$ cat src/rtl/regfile_ctrl_pkg.sv
// Shared types for the register-file control front-end.
//   state_e    : sweep/run FSM encoding (2 bits)
//   fwd_sel_e  : read-data source chosen by the forwarding mux
//   fwd_select : priority resolution for the read-data source
package regfile_ctrl_pkg;

  typedef enum logic [1:0] {
    StRst   = 2'd0,
    StClear = 2'd1,
    StRun   = 2'd2
  } state_e;

  typedef enum logic [1:0] {
    SelRam  = 2'd0,
    SelFwd  = 2'd1,
    SelZero = 2'd2
  } fwd_sel_e;

  // Hard-wired zero wins over forwarding, forwarding wins over the RAM.
  function automatic fwd_sel_e fwd_select(input logic zero_hit, input logic fwd_hit);
    fwd_sel_e sel;
    if (zero_hit) begin
      sel = SelZero;
    end else if (fwd_hit) begin
      sel = SelFwd;
    end else begin
      sel = SelRam;
    end
    return sel;
  endfunction

endpackage

$ cat src/rtl/regfile_ctrl_if.sv
// Bundle between the pipeline, the register-file control block and the 2R1W RAM.
//   master : pipeline/RAM side (drives read/write requests and RAM read data)
//   slave  : regfile_ctrl side (drives read results, status and all RAM controls)
interface regfile_ctrl_if #(
  parameter int unsigned DATA_WIDTH = 32,
  parameter int unsigned ADDR_WIDTH = 4
);
  // Pipeline side
  logic [ADDR_WIDTH-1:0] rd_addr_a;
  logic [ADDR_WIDTH-1:0] rd_addr_b;
  logic [ADDR_WIDTH-1:0] wr_addr;
  logic [DATA_WIDTH-1:0] wr_data;
  logic                  wr_en;
  logic [DATA_WIDTH-1:0] rd_data_a;
  logic [DATA_WIDTH-1:0] rd_data_b;
  logic                  ready;
  logic                  wr_drop;
  // RAM side
  logic [ADDR_WIDTH-1:0] ram_addr_r_a;
  logic [ADDR_WIDTH-1:0] ram_addr_r_b;
  logic [ADDR_WIDTH-1:0] ram_addr_w;
  logic [DATA_WIDTH-1:0] ram_data_in;
  logic                  ram_we;
  logic [DATA_WIDTH-1:0] ram_data_out_a;
  logic [DATA_WIDTH-1:0] ram_data_out_b;

  modport master (
    output rd_addr_a, rd_addr_b, wr_addr, wr_data, wr_en, ram_data_out_a, ram_data_out_b,
    input  rd_data_a, rd_data_b, ready, wr_drop,
    input  ram_addr_r_a, ram_addr_r_b, ram_addr_w, ram_data_in, ram_we
  );

  modport slave (
    input  rd_addr_a, rd_addr_b, wr_addr, wr_data, wr_en, ram_data_out_a, ram_data_out_b,
    output rd_data_a, rd_data_b, ready, wr_drop,
    output ram_addr_r_a, ram_addr_r_b, ram_addr_w, ram_data_in, ram_we
  );

endinterface

$ cat src/rtl/regfile_fwd.sv
// Per-read-port write-forwarding stage.
//   clk_i, rst_ni : clock, asynchronous active-low reset
//   rd_addr_i     : read index presented this cycle
//   wr_addr_i, wr_data_i, wr_en_i : write presented this cycle (wr_en_i already qualified)
//   ram_data_i    : registered RAM read data for the previous cycle's address
//   rd_data_o     : read result, forwarded or hard-wired zero where applicable
module regfile_fwd
  import regfile_ctrl_pkg::*;
#(
  parameter int unsigned DATA_WIDTH = 32,
  parameter int unsigned ADDR_WIDTH = 4,
  parameter bit          ZERO_REG   = 1'b0
) (
  input  logic                  clk_i,
  input  logic                  rst_ni,
  input  logic [ADDR_WIDTH-1:0] rd_addr_i,
  input  logic [ADDR_WIDTH-1:0] wr_addr_i,
  input  logic [DATA_WIDTH-1:0] wr_data_i,
  input  logic                  wr_en_i,
  input  logic [DATA_WIDTH-1:0] ram_data_i,
  output logic [DATA_WIDTH-1:0] rd_data_o
);

  logic [ADDR_WIDTH-1:0] rd_addr_q, rd_addr_d;
  logic [ADDR_WIDTH-1:0] wr_addr_q, wr_addr_d;
  logic [DATA_WIDTH-1:0] wr_data_q, wr_data_d;
  logic                  wr_en_q, wr_en_d;

  // Everything is re-captured every cycle; the RAM returns old data on
  // read-during-write, so the write seen this cycle is replayed next cycle.
  always_comb begin
    rd_addr_d = rd_addr_i;
    wr_addr_d = wr_addr_i;
    wr_data_d = wr_data_i;
    wr_en_d   = wr_en_i;
  end

  always_ff @(posedge clk_i or negedge rst_ni) begin
    if (!rst_ni) begin
      rd_addr_q <= '0;
      wr_addr_q <= '0;
      wr_data_q <= '0;
      wr_en_q   <= 1'b0;
    end else begin
      rd_addr_q <= rd_addr_d;
      wr_addr_q <= wr_addr_d;
      wr_data_q <= wr_data_d;
      wr_en_q   <= wr_en_d;
    end
  end

  always_comb begin
    rd_data_o = ram_data_i;
    unique case (fwd_select(ZERO_REG && (rd_addr_q == '0), wr_en_q && (wr_addr_q == rd_addr_q)))
      SelZero: rd_data_o = '0;
      SelFwd:  rd_data_o = wr_data_q;
      default: rd_data_o = ram_data_i;
    endcase
  end

endmodule

$ cat src/rtl/regfile_ctrl.sv
// Register-file control front-end: clears every RAM entry after reset, then
// passes pipeline reads/writes to the 2R1W RAM with same-cycle write forwarding.
//   clk, reset_n : clock, asynchronous active-low reset
//   bus          : pipeline requests/results, ready/wr_drop status and all RAM ports
module regfile_ctrl
  import regfile_ctrl_pkg::*;
#(
  parameter int unsigned           DATA_WIDTH  = 32,
  parameter int unsigned           ADDR_WIDTH  = 4,
  parameter logic [DATA_WIDTH-1:0] CLEAR_VALUE = '0,
  parameter bit                    ZERO_REG    = 1'b0
) (
  input  logic          clk,
  input  logic          reset_n,
  regfile_ctrl_if.slave bus
);

  localparam logic [ADDR_WIDTH-1:0] LastAddr = {ADDR_WIDTH{1'b1}};

  state_e                state_q, state_d;
  logic [ADDR_WIDTH-1:0] cnt_q, cnt_d;
  logic                  ready_q, ready_d;
  logic                  wr_drop_q, wr_drop_d;
  logic                  zero_wr;
  logic                  run_we;

  assign zero_wr = ZERO_REG && (bus.wr_addr == '0);
  assign run_we  = (state_q == StRun) && bus.wr_en && !zero_wr;

  // State register
  always_ff @(posedge clk or negedge reset_n) begin
    if (!reset_n) begin
      state_q   <= StRst;
      cnt_q     <= '0;
      ready_q   <= 1'b0;
      wr_drop_q <= 1'b0;
    end else begin
      state_q   <= state_d;
      cnt_q     <= cnt_d;
      ready_q   <= ready_d;
      wr_drop_q <= wr_drop_d;
    end
  end

  // Next state
  always_comb begin
    state_d = state_q;
    cnt_d   = cnt_q;
    unique case (state_q)
      StRst:   state_d = StClear;
      StClear: begin
        cnt_d = cnt_q + 1'b1;  // wraps to 0 on the last entry
        if (cnt_q == LastAddr) begin
          state_d = StRun;
        end
      end
      StRun:   state_d = StRun;
      default: state_d = StRst;
    endcase
    // Registered copy of "in RUN", so ready tracks state_q exactly.
    ready_d   = (state_d == StRun);
    wr_drop_d = wr_drop_q || (bus.wr_en && (state_q != StRun));
  end

  // Outputs
  always_comb begin
    bus.ram_we      = 1'b0;
    bus.ram_addr_w  = cnt_q;
    bus.ram_data_in = CLEAR_VALUE;
    unique case (state_q)
      StClear: bus.ram_we = 1'b1;
      StRun: begin
        bus.ram_we      = run_we;
        bus.ram_addr_w  = bus.wr_addr;
        bus.ram_data_in = bus.wr_data;
      end
      default: bus.ram_we = 1'b0;
    endcase
  end

  assign bus.ram_addr_r_a = bus.rd_addr_a;
  assign bus.ram_addr_r_b = bus.rd_addr_b;
  assign bus.ready        = ready_q;
  assign bus.wr_drop      = wr_drop_q;

  regfile_fwd #(
    .DATA_WIDTH (DATA_WIDTH),
    .ADDR_WIDTH (ADDR_WIDTH),
    .ZERO_REG   (ZERO_REG)
  ) u_fwd_a (
    .clk_i      (clk),
    .rst_ni     (reset_n),
    .rd_addr_i  (bus.rd_addr_a),
    .wr_addr_i  (bus.wr_addr),
    .wr_data_i  (bus.wr_data),
    .wr_en_i    (run_we),
    .ram_data_i (bus.ram_data_out_a),
    .rd_data_o  (bus.rd_data_a)
  );

  regfile_fwd #(
    .DATA_WIDTH (DATA_WIDTH),
    .ADDR_WIDTH (ADDR_WIDTH),
    .ZERO_REG   (ZERO_REG)
  ) u_fwd_b (
    .clk_i      (clk),
    .rst_ni     (reset_n),
    .rd_addr_i  (bus.rd_addr_b),
    .wr_addr_i  (bus.wr_addr),
    .wr_data_i  (bus.wr_data),
    .wr_en_i    (run_we),
    .ram_data_i (bus.ram_data_out_b),
    .rd_data_o  (bus.rd_data_b)
  );

endmodule

$ cat src/flat_wrapper.sv
// flat-port wrapper written by rule: the top's interface ports become plain ports
module regfile_ctrl_flat import regfile_ctrl_pkg::*;
#(
  parameter int unsigned           DATA_WIDTH  = 32,
  parameter int unsigned           ADDR_WIDTH  = 4,
  parameter logic [DATA_WIDTH-1:0] CLEAR_VALUE = '0,
  parameter bit                    ZERO_REG    = 1'b0
)
  (clk, reset_n, bus_rd_addr_a, bus_rd_addr_b, bus_wr_addr, bus_wr_data, bus_wr_en, bus_ram_data_out_a, bus_ram_data_out_b, bus_rd_data_a, bus_rd_data_b, bus_ready, bus_wr_drop, bus_ram_addr_r_a, bus_ram_addr_r_b, bus_ram_addr_w, bus_ram_data_in, bus_ram_we);
  regfile_ctrl_if #(.DATA_WIDTH(DATA_WIDTH), .ADDR_WIDTH(ADDR_WIDTH)) bus_i ();
  input  logic clk;
  input  logic reset_n;
  input wire logic [$bits(bus_i.rd_addr_a)-1:0] bus_rd_addr_a;
  input wire logic [$bits(bus_i.rd_addr_b)-1:0] bus_rd_addr_b;
  input wire logic [$bits(bus_i.wr_addr)-1:0] bus_wr_addr;
  input wire logic [$bits(bus_i.wr_data)-1:0] bus_wr_data;
  input wire logic [$bits(bus_i.wr_en)-1:0] bus_wr_en;
  input wire logic [$bits(bus_i.ram_data_out_a)-1:0] bus_ram_data_out_a;
  input wire logic [$bits(bus_i.ram_data_out_b)-1:0] bus_ram_data_out_b;
  output wire logic [$bits(bus_i.rd_data_a)-1:0] bus_rd_data_a;
  output wire logic [$bits(bus_i.rd_data_b)-1:0] bus_rd_data_b;
  output wire logic [$bits(bus_i.ready)-1:0] bus_ready;
  output wire logic [$bits(bus_i.wr_drop)-1:0] bus_wr_drop;
  output wire logic [$bits(bus_i.ram_addr_r_a)-1:0] bus_ram_addr_r_a;
  output wire logic [$bits(bus_i.ram_addr_r_b)-1:0] bus_ram_addr_r_b;
  output wire logic [$bits(bus_i.ram_addr_w)-1:0] bus_ram_addr_w;
  output wire logic [$bits(bus_i.ram_data_in)-1:0] bus_ram_data_in;
  output wire logic [$bits(bus_i.ram_we)-1:0] bus_ram_we;
  assign bus_i.rd_addr_a = bus_rd_addr_a;
  assign bus_i.rd_addr_b = bus_rd_addr_b;
  assign bus_i.wr_addr = bus_wr_addr;
  assign bus_i.wr_data = bus_wr_data;
  assign bus_i.wr_en = bus_wr_en;
  assign bus_i.ram_data_out_a = bus_ram_data_out_a;
  assign bus_i.ram_data_out_b = bus_ram_data_out_b;
  assign bus_rd_data_a = bus_i.rd_data_a;
  assign bus_rd_data_b = bus_i.rd_data_b;
  assign bus_ready = bus_i.ready;
  assign bus_wr_drop = bus_i.wr_drop;
  assign bus_ram_addr_r_a = bus_i.ram_addr_r_a;
  assign bus_ram_addr_r_b = bus_i.ram_addr_r_b;
  assign bus_ram_addr_w = bus_i.ram_addr_w;
  assign bus_ram_data_in = bus_i.ram_data_in;
  assign bus_ram_we = bus_i.ram_we;
  regfile_ctrl #(.DATA_WIDTH(DATA_WIDTH), .ADDR_WIDTH(ADDR_WIDTH), .CLEAR_VALUE(CLEAR_VALUE), .ZERO_REG(ZERO_REG)) u_core (.clk(clk), .reset_n(reset_n), .bus(bus_i));
endmodule
$ cat config.mk
export PLATFORM = sky130hd
export DESIGN_NAME = regfile_ctrl_flat
export DESIGN_NICKNAME = d
export VERILOG_FILES = /design/src/rtl/regfile_ctrl_pkg.sv /design/src/rtl/regfile_ctrl_if.sv /design/src/rtl/regfile_fwd.sv /design/src/rtl/regfile_ctrl.sv /design/src/flat_wrapper.sv
export SDC_FILE = /design/constraint.sdc
export NUM_CORES = 1
export LEC_CHECK = 0
export CELL_PAD_IN_SITES_DETAIL_PLACEMENT = 1
export CELL_PAD_IN_SITES_GLOBAL_PLACEMENT = 2
export CORE_MARGIN = 2
export CORE_UTILIZATION = 30
export CTS_BUF_LIST = sky130_fd_sc_hd__clkbuf_16
export DETAILED_ROUTE_END_ITERATION = 8
export DONT_BUFFER_PORTS = 1
export PLACE_DENSITY = 0.67
export REMOVE_ABC_BUFFERS = 1
export SETUP_SLACK_MARGIN = 0.5
export SYNTH_ARGS = -nofsm -noshare
export SYNTH_HDL_FRONTEND = slang
export SYNTH_SLANG_ARGS = --single-unit
$ cat constraint.sdc
create_clock -name clk -period 4.3 [get_ports clk]
set_input_delay 0.645 -clock clk [delete_from_list [all_inputs] [get_ports clk]]
set_output_delay 0.645 -clock clk [all_outputs]
set_load 0.005 [all_outputs]
# == Word level (Yosys, flattened, before mapping) ==
# Cells that the tools add are included.
# word_totals
reg_bits,53
input_bits,111
output_inout_bits,111
wordCells,36
# classes
addsub,1
n_eq_ne,11
mux,9
n_reduce_logical,6
# op_table
cell,n
case mux 32 bit (2 select lines),2
two-way mux 32 bit,1
equality test 4 bit,2
case mux 2 bit (3 select lines),1
adder 4 x 1 -> 4 bit (second input constant),1
equality test 1 x 2 -> 1 bit (second input constant),2
equality test 2 bit (second input constant),2
equality test 4 bit (second input constant),1
logical AND 1 bit,4
two-way mux 4 bit,1
equality test 1 bit (second input constant),2
equality test 2 x 1 -> 1 bit (second input constant),1
logical NOT 2 bit,1
two-way mux 1 bit,2
two-way mux 2 bit,1
inequality test 2 bit (second input constant),1
case mux 1 bit (2 select lines),1
logical OR 1 bit,1

# == Logic depth before layout (Yosys ltp) ==
# Gate-level depths: netlist of the first run.
# depth
depth_word,5
depth_mapped,6
depth_no_buf,5

# == Modules after synthesis ==
# A second synthesis of the first run with hierarchy kept.
# unflattened
hier_cells,253
area_unflattened_um2,3966.3
# by_module_without_submodules
mod,n_inst,cells_each,area_per_inst_um2,seq_area_each_um2
regfile_fwd,2,85,1604.0,1026.0
regfile_ctrl,1,83,758.2,200.2

# == Worst setup path before layout of the first run ==
# OpenSTA, ideal clock, no wires.
# synth_timing
path_type,reg2out
from,register u_core.u_fwd_a.wr_addr_q[1] (netlist name)
to,output port bus_rd_data_b[10]
arrival_ns,1.519
required_time_ns,3.655
path_slack_ns,2.136
stages_incl_launch_ff,5
path_buffers,1
path_cell_list,dfrtp_1 -> xor2_1 -> nor4_4 -> buf_6 -> mux2_2
# synth_rtl
element,line,rtl
"end, declared",flat_wrapper.sv:21,output wire logic [$bits(bus_i.rd_data_b)-1:0] bus_rd_data_b;

# == Worst setup path after layout of the first run ==
# layout_timing
from,register u_core.u_fwd_a.wr_addr_q[3]
to,output port bus_rd_data_a[26]
# layout_between
elab_chain_len,5
elab_cells_between_ends,6
classes_between,eq/ne: 3; mux: 2; reduce/logical: 1
# layout_lines
element,line,rtl
"start, declared",regfile_fwd.sv:25,"logic [ADDR_WIDTH-1:0] wr_addr_q, wr_addr_d;"
"start signal, assigned",regfile_fwd.sv:46,wr_addr_q <= wr_addr_d;
equality test 4 bit *,regfile_fwd.sv:54,"unique case (fwd_select(ZERO_REG && (rd_addr_q == '0), wr_en_q && (wr_addr_q == rd_addr_q)))"
logical AND 1 bit *,regfile_fwd.sv:54,
two-way mux 1 bit *,regfile_ctrl_pkg.sv:24,end else if (fwd_hit) begin
equality test 1 x 2 -> 1 bit / equality test 1 bit (equally long branches),regfile_fwd.sv:54,
case mux 32 bit (2 select lines) *,regfile_fwd.sv:54,
"end, declared",flat_wrapper.sv:20,output wire logic [$bits(bus_i.rd_data_a)-1:0] bus_rd_data_a;
# Every way passes the cells marked *; elsewhere a longest branch is shown, timed or not.

==> results.md, run 1 <==
- The run finished with clean final reports.
- The clock root buffer is sky130_fd_sc_hd__clkbuf_16.
- Of the available clock period, the critical path in the final layout requires 0.728.
- The clock tree from TritonCTS is yes.
- The critical path in this run is classified as flop to output pin.
- The total wire length after detailed routing is 6570 um.
- The HPWL after detailed placement is between 5000 and 6000 um.
- The number of antenna violations at the first check in global routing was 0.
- Counting both buffers and inverters, the worst setup path holds a total of 1.
- The post-cts gate resize count is 0.
- The endpoint class of the critical path is an output pin.
- After detailed routing, the met2 layer carries between 3000 and 4000 um of wire.
- Final hold analysis gives a worst-case slack of approximately 0.042 ns.
- The antenna cell count is 0.
- In this run the number of cells on the critical path is 4.
- Of the total synthesized cell area, the portion taken by full adders, half adders and majority gates is 0.0228.
- The arrival time at the worst endpoint is about 2.5 ns.
- Of the post-synthesis cell area, the dominant cell type holds 0.484.
- The count of synthesis-stage warnings from yosys is 0.
- In this run the remaining antenna-violating nets after routing total 0.
- The area of the core is between 8000 and 9000 um2.
- The layout has 957 filler cells.
- Counting tap cells, the placed design contains a total of 299 instances.
- The cell accounting for the most synthesized area is sky130_fd_sc_hd__dfrtp_1.
- The layout-stage area growth over the synthesis result is 6.21%.
- The maximum cell stage delay along the critical path is a little under 0.8 ns.
- The portion of netlist area occupied by mux cells is 0.287.
- The floorplan step defined a die boundary enclosing 9910 um2.
- The count of routing violations after the opening detailed-route iteration is 27.
- In this run the deepest clock path goes through 2 buffers.
- The number of pins with negative max-slew slack in the final report is 0.
- The number of violations of the max-capacitance limit is 0.
- The shortest period the worst path allows is roughly 3.1 ns.
- After global routing the overflow that remains totals 0.
- The post-CTS clock slew at the launch and capture registers of the worst setup and hold paths is 0.07 ns.
- Data on the critical path is required at its endpoint by 3.65 ns.
- The quantity of I/O buffers inserted on ports is 0.
- The cell family with the largest share of critical-path delay is simple AND/OR/NAND/NOR gates.
- The share of the synthesized area in compound gates (AO/OA/AOI/OAI) is 0.00777.
- The length of routed wiring on met1 is between 2000 and 2500 um.
- The number of buffers inserted by hold repair at cts is 0.
- Buffers added to address setup during post-CTS repair amount to 0.
- OpenSTA, run right after detailed placement, puts the worst setup slack at about 1.4 ns.
- The power per cell area is around 350 nW/um2.
- The number of sinks driven by the clock tree is 53.
- The fraction of layout instances using a drive strength above 1 is 0.382.
- The global-route wire length before repair is approximately 9200 um.
- The min-delay analysis places its worst path in the category input port to asynchronous set/reset pin.
- Setup total negative slack on the finished layout was measured at 0 ns.
- The floorplan step set the die height to 99.6 um.
- A synthesized cell averages about 13 um2.
- The final setup violation count is 0.
- The post-synthesis register bit count is 53.
- Clock latency on the worst-skew pair, taken at its later pin, is between 0.2 and 0.3 ns.
- Between clock sinks in the finished design, the worst skew comes to 0.00316 ns.
- Across every metal layer, demand over resource in global routing totals 0.122.
- The mapped netlist covers roughly 2700 um2.
- The static leakage power is 1.17 nW.
- The headroom to the max-slew limit is 0.311.
- The last weighted congestion value of the routability-driven placer is between 0.6 and 0.7.
- The TritonCTS buffer count is 5.
- The hold violation total from the final report came to 0.
- The highest metal layer with signal wires is met4.
- In this run the core area contains 34 standard-cell rows.
- The netlist uses 21 different library cells.
- The average detailed-routed wire length per instance is about 21 um.
- The signal on the critical path passes through xor2_1 > nor4_4 > buf_4 > mux2_2.
- The design draws 1.02 mW.
- The via count of the first global-routing pass is 1,680.
- The largest net degree at the start of global routing is 54.
- The die extent in x is roughly 100 um.
- The worst register-to-register path has a depth of 4.
- For the pin with the worst max-slew slack, the measured transition is roughly 1 ns.
- The post-synthesis xor/xnor area fraction is 0.0352.
- Of all nets on the critical path, the largest fanout is 20.
- The first detailed-routing pass ran for 4 iterations.
- By area the synthesized netlist is led by sky130_fd_sc_hd__dfrtp_1, sky130_fd_sc_hd__mux2_2, sky130_fd_sc_hd__and2_1.
- The H-tree was split into 2 levels.
- Setup repair after global routing left no endpoint under its margin.
- The length of routed met3 wiring is around 640 um.
- about 220 I/O pins were placed.
- By area, the combinational part of the netlist is dominated by multiplexers.
- After technology mapping, the gate count stands at ~210.
- The share of the yosys chip area belonging to registers is 0.484.
- After layout, the worst setup slack is around 1.2 ns.
- Using the TritonRoute via totals, the vias-per-cell ratio works out to 5.11.
- The layout net count is about 310.
- Once layout is complete, the cells apart from fillers number ~300.
- The nature of the critical path startpoint is a flop.
- The simple logic cell fraction of the synthesized area is 0.105.
- Summing over every cut layer, the via total after detailed routing is 1,570.
- For this configuration, the core starts out at a cell density of 0.311.
- The slowest stage of the critical path is the sky130_fd_sc_hd__nor4_4 cell.
- Timing would allow up to 319 MHz.
- In the routed design, unresolved DRC markers number 0.
- Across the VDD grid, the largest voltage drop is 0.000149 V.
-- per-stage QoR --
step | utilization | area, um2
2_1_floorplan | - | 2590
3_3_place_gp | 0.314 | 2760
3_5_place_dp | 0.314 | 2760
4_1_cts | 0.330 | 2910
5_1_grt | 0.330 | 2910
6_report | 0.330 | 2910
-- cell usage after synthesis --
cell type,number
sky130_fd_sc_hd__a21o_1,1
sky130_fd_sc_hd__nand3_1,1
sky130_fd_sc_hd__clkbuf_1,5
sky130_fd_sc_hd__and2_1,33
sky130_fd_sc_hd__a31oi_1,1
sky130_fd_sc_hd__nand2_1,3
sky130_fd_sc_hd__nand4_1,2
sky130_fd_sc_hd__xnor2_1,4
sky130_fd_sc_hd__inv_1,3
sky130_fd_sc_hd__mux2i_1,1
sky130_fd_sc_hd__o21a_1,1
sky130_fd_sc_hd__buf_4,8
sky130_fd_sc_hd__nor2_1,1
sky130_fd_sc_hd__mux2_1,5
sky130_fd_sc_hd__nor2b_1,1
sky130_fd_sc_hd__nor4_4,2
sky130_fd_sc_hd__mux2_2,64
sky130_fd_sc_hd__dfrtp_1,53
sky130_fd_sc_hd__xor2_1,7
sky130_fd_sc_hd__buf_6,6
sky130_fd_sc_hd__ha_1,5
-- cells by family (layout without fill, tap and decap cells) --
| kind of cell | Yosys count | count (layout) |
|---|---|---|
| multiplexers | 70 | 70 |
| flip-flops | 53 | 53 |
| AND/OR/NAND/NOR | 43 | 43 |
| buffers and inverters | 22 | 14 |
| XOR/XNOR | 11 | 11 |
| adder cells (fa/ha/maj) | 5 | 5 |
| AO/OA/AOI/OAI | 3 | 3 |
-- sequential cells by signal, indices dropped and copies added (netlist names) --
register / cells
u_core.u_fwd_a.wr_addr_q: 4
u_core.bus.ready: 1
u_core.bus.wr_drop: 1
u_core.u_fwd_a.wr_en_q: 1
u_core.u_fwd_a.rd_addr_q: 4
u_core.u_fwd_b.rd_addr_q: 4
u_core.u_fwd_a.wr_data_q: 32
u_core.cnt_q: 4
u_core.state_q: 2
-- path summary, 6_finish.rpt --
path                                        startpoint                      endpoint  slack, ns
max in group asynchronous                      reset_n  u_core.u_fwd_a.wr_data_q[25]       4.15
setup reg to reg                     u_core.state_q[0]            u_core.bus.wr_drop       2.71
hold reg to reg                     u_core.bus.wr_drop            u_core.bus.wr_drop       0.50
hold / removal                                 reset_n   u_core.u_fwd_a.wr_addr_q[1]       0.04
setup / recovery           u_core.u_fwd_a.wr_addr_q[3]             bus_rd_data_a[26]       1.17
min in group clk                      bus_rd_addr_a[3]   u_core.u_fwd_a.rd_addr_q[3]       0.38
-- layout make-up --
class	instances	area (um2)	area share
multi-input cells	132	1250	0.431
well taps	108	135	0.0465
clock inverters	3	21.3	0.00731
inverters	3	11.3	0.00387
clock buffers	5	125	0.0430
flip-flops and latches	53	1330	0.456
repair buffers	3	35.0	0.0120
-- report_power, final --
group	internal, mW	switching, mW	total [mW]	leakage [nW]
registers	0.520	0.0116	0.532	0.620
clock network	0.217	0.178	0.395	0.0718
logic	0.0495	0.0431	0.0925	0.477
-- per-layer routing --
metal / global-route usage / vias to the layer above
met5: 0 / -
met4: 0.0221 / 0
met3: 0.0394 / 2
met2: 0.230 / 120
met1: 0.135 / 775
li1: - / 673
-- placed cells by master, fill, tap and decap left out, types with 2 or more instances in the layout --
cell type	n
sky130_fd_sc_hd__clkbuf_16	5
sky130_fd_sc_hd__xnor2_1	4
sky130_fd_sc_hd__buf_4	2
sky130_fd_sc_hd__nand2_1	3
sky130_fd_sc_hd__mux2_2	64
sky130_fd_sc_hd__xor2_1	7
sky130_fd_sc_hd__nand4_1	2
sky130_fd_sc_hd__mux2_1	5
sky130_fd_sc_hd__nor4_4	2
sky130_fd_sc_hd__and2_1	33
sky130_fd_sc_hd__ha_1	5
sky130_fd_sc_hd__inv_1	3
sky130_fd_sc_hd__dfrtp_1	53
Note: power is estimated with default switching activity, not from simulation.
==> inputs of run 2 (changes only) <==
==> constraint.sdc (replaced) <==
create_clock -name clk -period 3.1 [get_ports clk]
set_input_delay 0.465 -clock clk [delete_from_list [all_inputs] [get_ports clk]]
set_output_delay 0.465 -clock clk [all_outputs]
set_load 0.005 [all_outputs]
==> results.md, run 2 (synthesized netlist as in run 1, its figures left out) <==
- The insertion delay of the later-clocked pin in the worst-skew pair was 0.29 ns (about the same).
- The count of routing violations after the opening detailed-route iteration was 23 (was 27).
- The slew at the pin with the worst max-slew slack is 0.271 ns (was 1.03 ns).
- The number of standard cells in the final layout excluding fillers is 311 (was 307).
- The area of the core is 8810 um2 (unchanged).
- The internal power component is 1.10 mW (was 0.787 mW).
- The startpoint of the worst-slack reg-to-reg timing path was u_core.state_q[1] (was u_core.state_q[0]).
- The net switching power was 0.357 mW (was 0.232 mW).
- The worst supply voltage drop on vdd is 0.000200 V (was 0.000149 V).
- The register bank with the most flops is u_core.u_fwd_a.wr_data_q (unchanged).
- The number of sinks driven by the clock tree is 53 (unchanged).
- The arrival time at the worst endpoint was 1.91 ns (was 2.49 ns).
- The clock tree from TritonCTS was yes (unchanged).
- The global-route wire length before repair is 9160 um (was 9210 um).
- Run status: finished, final reports clean (unchanged).
- The clock root buffer is sky130_fd_sc_hd__clkbuf_16 (unchanged).
- The power per cell area came to 494 nW/um2 (was 350 nW/um2).
- The number of flip-flops in the largest register is 32 (unchanged).
- The global route total overflow is 0 (unchanged).
- Setup repair after global routing missed its margin: no (unchanged).
- The leading cell type in the layout, fill and taps excluded is sky130_fd_sc_hd__mux2_2 (unchanged).
- The count of fill cells added during filler insertion came to 942 (was 957).
- The floorplan die height is 99.6 um (unchanged).
- The part of the total power dissipated in the clock network came to 0.396 (was 0.387).
- The headroom to the max-slew limit is 0.819 (was 0.311).
- The largest clock skew in the final design is 0.00518 ns (was 0.00316 ns).
- The die extent in x is 99.6 um (unchanged).
- The total DRC errors in the routed layout came to 0 (unchanged).
- The TritonCTS buffer count is 5 (unchanged).
- The final hold slack is 0.0189 ns (was 0.0424 ns).
- The via count is 1,584 (was 1,570).
- The total wire length after detailed routing is 6520 um (was 6570 um).
- The hold violation total from the final report is 0 (unchanged).
- The largest net degree at the start of global routing is 54 (unchanged).
- The fraction of layout instances using a drive strength above 1 is 0.399 (was 0.382).
- The number of placed instances, taps included came to 302 (was 299).
- The post-layout utilization of the core is 0.335 (was 0.330).
- The data required time of the critical path was 2.63 ns (was 3.65 ns).
- The top fanout value on the critical path is 20 (unchanged).
- The worst setup slack after placement was 1.04 ns (was 1.45 ns).
- The final setup violation count is 0 (unchanged).
- The number of buffers on the longest clock path is 2 (unchanged).
- The number of violations of the max-capacitance limit is 0 (unchanged).
- The layout net count is 318 (was 314).
- The layout-stage area growth over the synthesis result is 7.77% (was 6.21%).
- The placement row count was 34 (unchanged).
- The last weighted congestion value of the routability-driven placer is 0.679 (about the same).
- The achievable clock frequency is 422 MHz.
- The capture point of the worst reg-to-reg path was u_core.bus.ready (was u_core.bus.wr_drop).
- The maximum level of the CTS H-tree is 2 (unchanged).
- The kind of critical path is flop to output pin (unchanged).
- The combinational group share of total power came to 0.099 (was 0.091).
- The antenna cell count came to 0 (unchanged).
- The number of pins with negative max-slew slack in the final report is 0 (unchanged).
- The internal reg-to-reg setup slack is 1.71 ns (was 2.71 ns).
- The quantity of I/O buffers inserted on ports came to 0 (unchanged).
- The class of the most critical hold timing path is input port to asynchronous set/reset pin (unchanged).
- Leading cell types in the layout, fill and taps excluded: sky130_fd_sc_hd__mux2_2, sky130_fd_sc_hd__dfrtp_1, sky130_fd_sc_hd__and2_1 (unchanged).
- The average detailed-routed wire length per instance is 21.0 um (was 21.4 um).
- The HPWL after detailed placement is 5090 um (was 5180 um).
- The nature of the critical path startpoint is a flop (unchanged).
- The total routing usage reported by global routing is 0.121 (was 0.122).
- The number of antenna violations at the first check in global routing is 0 (unchanged).
- The endpoint class of the critical path was an output pin (unchanged).
- Of the available clock period, the critical path in the final layout requires 0.765.
- The worst path in the final design needs a cycle of 2.37 ns, including I/O delays and setup.
- The sequential share of power was 0.505 (was 0.522).
- The remaining number of nets flagged by the antenna check after routing is 0 (unchanged).
- The switching share of power came to 0.245 (was 0.228).
- The average via count per standard cell is 5.09 (was 5.11).
- The final critical-path setup slack was 0.729 ns (was 1.17 ns).
- The depth of the worst register-to-register path was 5 (was 4).
- The static leakage power was 1.20 nW (was 1.17 nW).
- The starting utilization of the core area is 0.311 (unchanged).
- The setup total negative slack is 0 ns (unchanged).
- The post-CTS clock slew at the launch and capture registers of the worst setup and hold paths is 0.08 ns (was 0.07 ns).
- The total die area is 9910 um2 (unchanged).
- The detailed-router iteration count before antenna repair is 3 (was 4).
- The count of boundary I/O pins is 222 (unchanged).
- The post-cts gate resize count was 0 (unchanged).
- The via count of the first global-routing pass is 1,645 (was 1,680).
run 2: worst max-delay path by stage:
stage | startpoint | endpoint | slack (ns) | cells after the start
2_1_floorplan | u_core.u_fwd_a.wr_addr_q[1] | bus_rd_data_b[0] | 0.45 | 3
3_3_place_gp | u_core.u_fwd_a.wr_addr_q[3] | bus_rd_data_a[28] | 1.05 | 4
3_5_place_dp | u_core.u_fwd_a.wr_addr_q[3] | bus_rd_data_a[28] | 1.04 | 4
4_1_cts | u_core.u_fwd_a.wr_addr_q[3] | bus_rd_data_a[28] | 0.71 | 4
5_1_grt | u_core.u_fwd_a.wr_addr_q[3] | bus_rd_data_a[28] | 0.63 | 4
6_report | u_core.u_fwd_a.wr_addr_q[3] | bus_rd_data_a[28] | 0.73 | 4
run 2: per-stage QoR:
step	area [um2]	power, mW
2_1_floorplan	2590	0.857
3_3_place_gp	2770	0.881
3_5_place_dp	2770	0.880
4_1_cts	2950	1.49
5_1_grt	2950	1.53
6_report	2950	1.46
run 2: critical path: stages (launching register included):
cell	delay, ns
sky130_fd_sc_hd__dfrtp_1	0.41
sky130_fd_sc_hd__xor2_1	0.18
sky130_fd_sc_hd__nor4_4	0.29
sky130_fd_sc_hd__buf_4	0.31
sky130_fd_sc_hd__mux2_2	0.41
run 2: power by group through the flow:
stage	Sequential, mW	Clock (mW)	Combinational (mW)
finish	0.736	0.578	0.145
global route	0.740	0.628	0.157
CTS	0.736	0.604	0.150
detailed placement	0.750	0	0.130
global placement	0.749	0	0.131
floorplan	0.745	0	0.112
run 2: per-layer routing:
metal,part of all wire,track usage,vias up,wire length (um)
li1,-,-,683,-
met1,0.36,0.126,775,2320
met2,0.54,0.235,121,3530
met3,0.097,0.0394,5,629
met4,0.0052,0.0253,0,34
met5,0,0,-,0
run 2: final cells by class:
class | count | area (um2) | share of cell area
sequential | 53 | 1330 | 0.449
inverter | 3 | 11.3 | 0.00382
clock buffer | 5 | 125 | 0.0424
clock inverter | 3 | 26.3 | 0.00890
tap | 108 | 135 | 0.0458
timing repair buffer | 7 | 72.6 | 0.0246
multi-input combinational | 132 | 1250 | 0.425
run 2: what timing repair did:
action | CTS | global route
hold buffers | 1 | 0
hold endpoints to repair | 53 | 0
setup buffers | 0 | 0
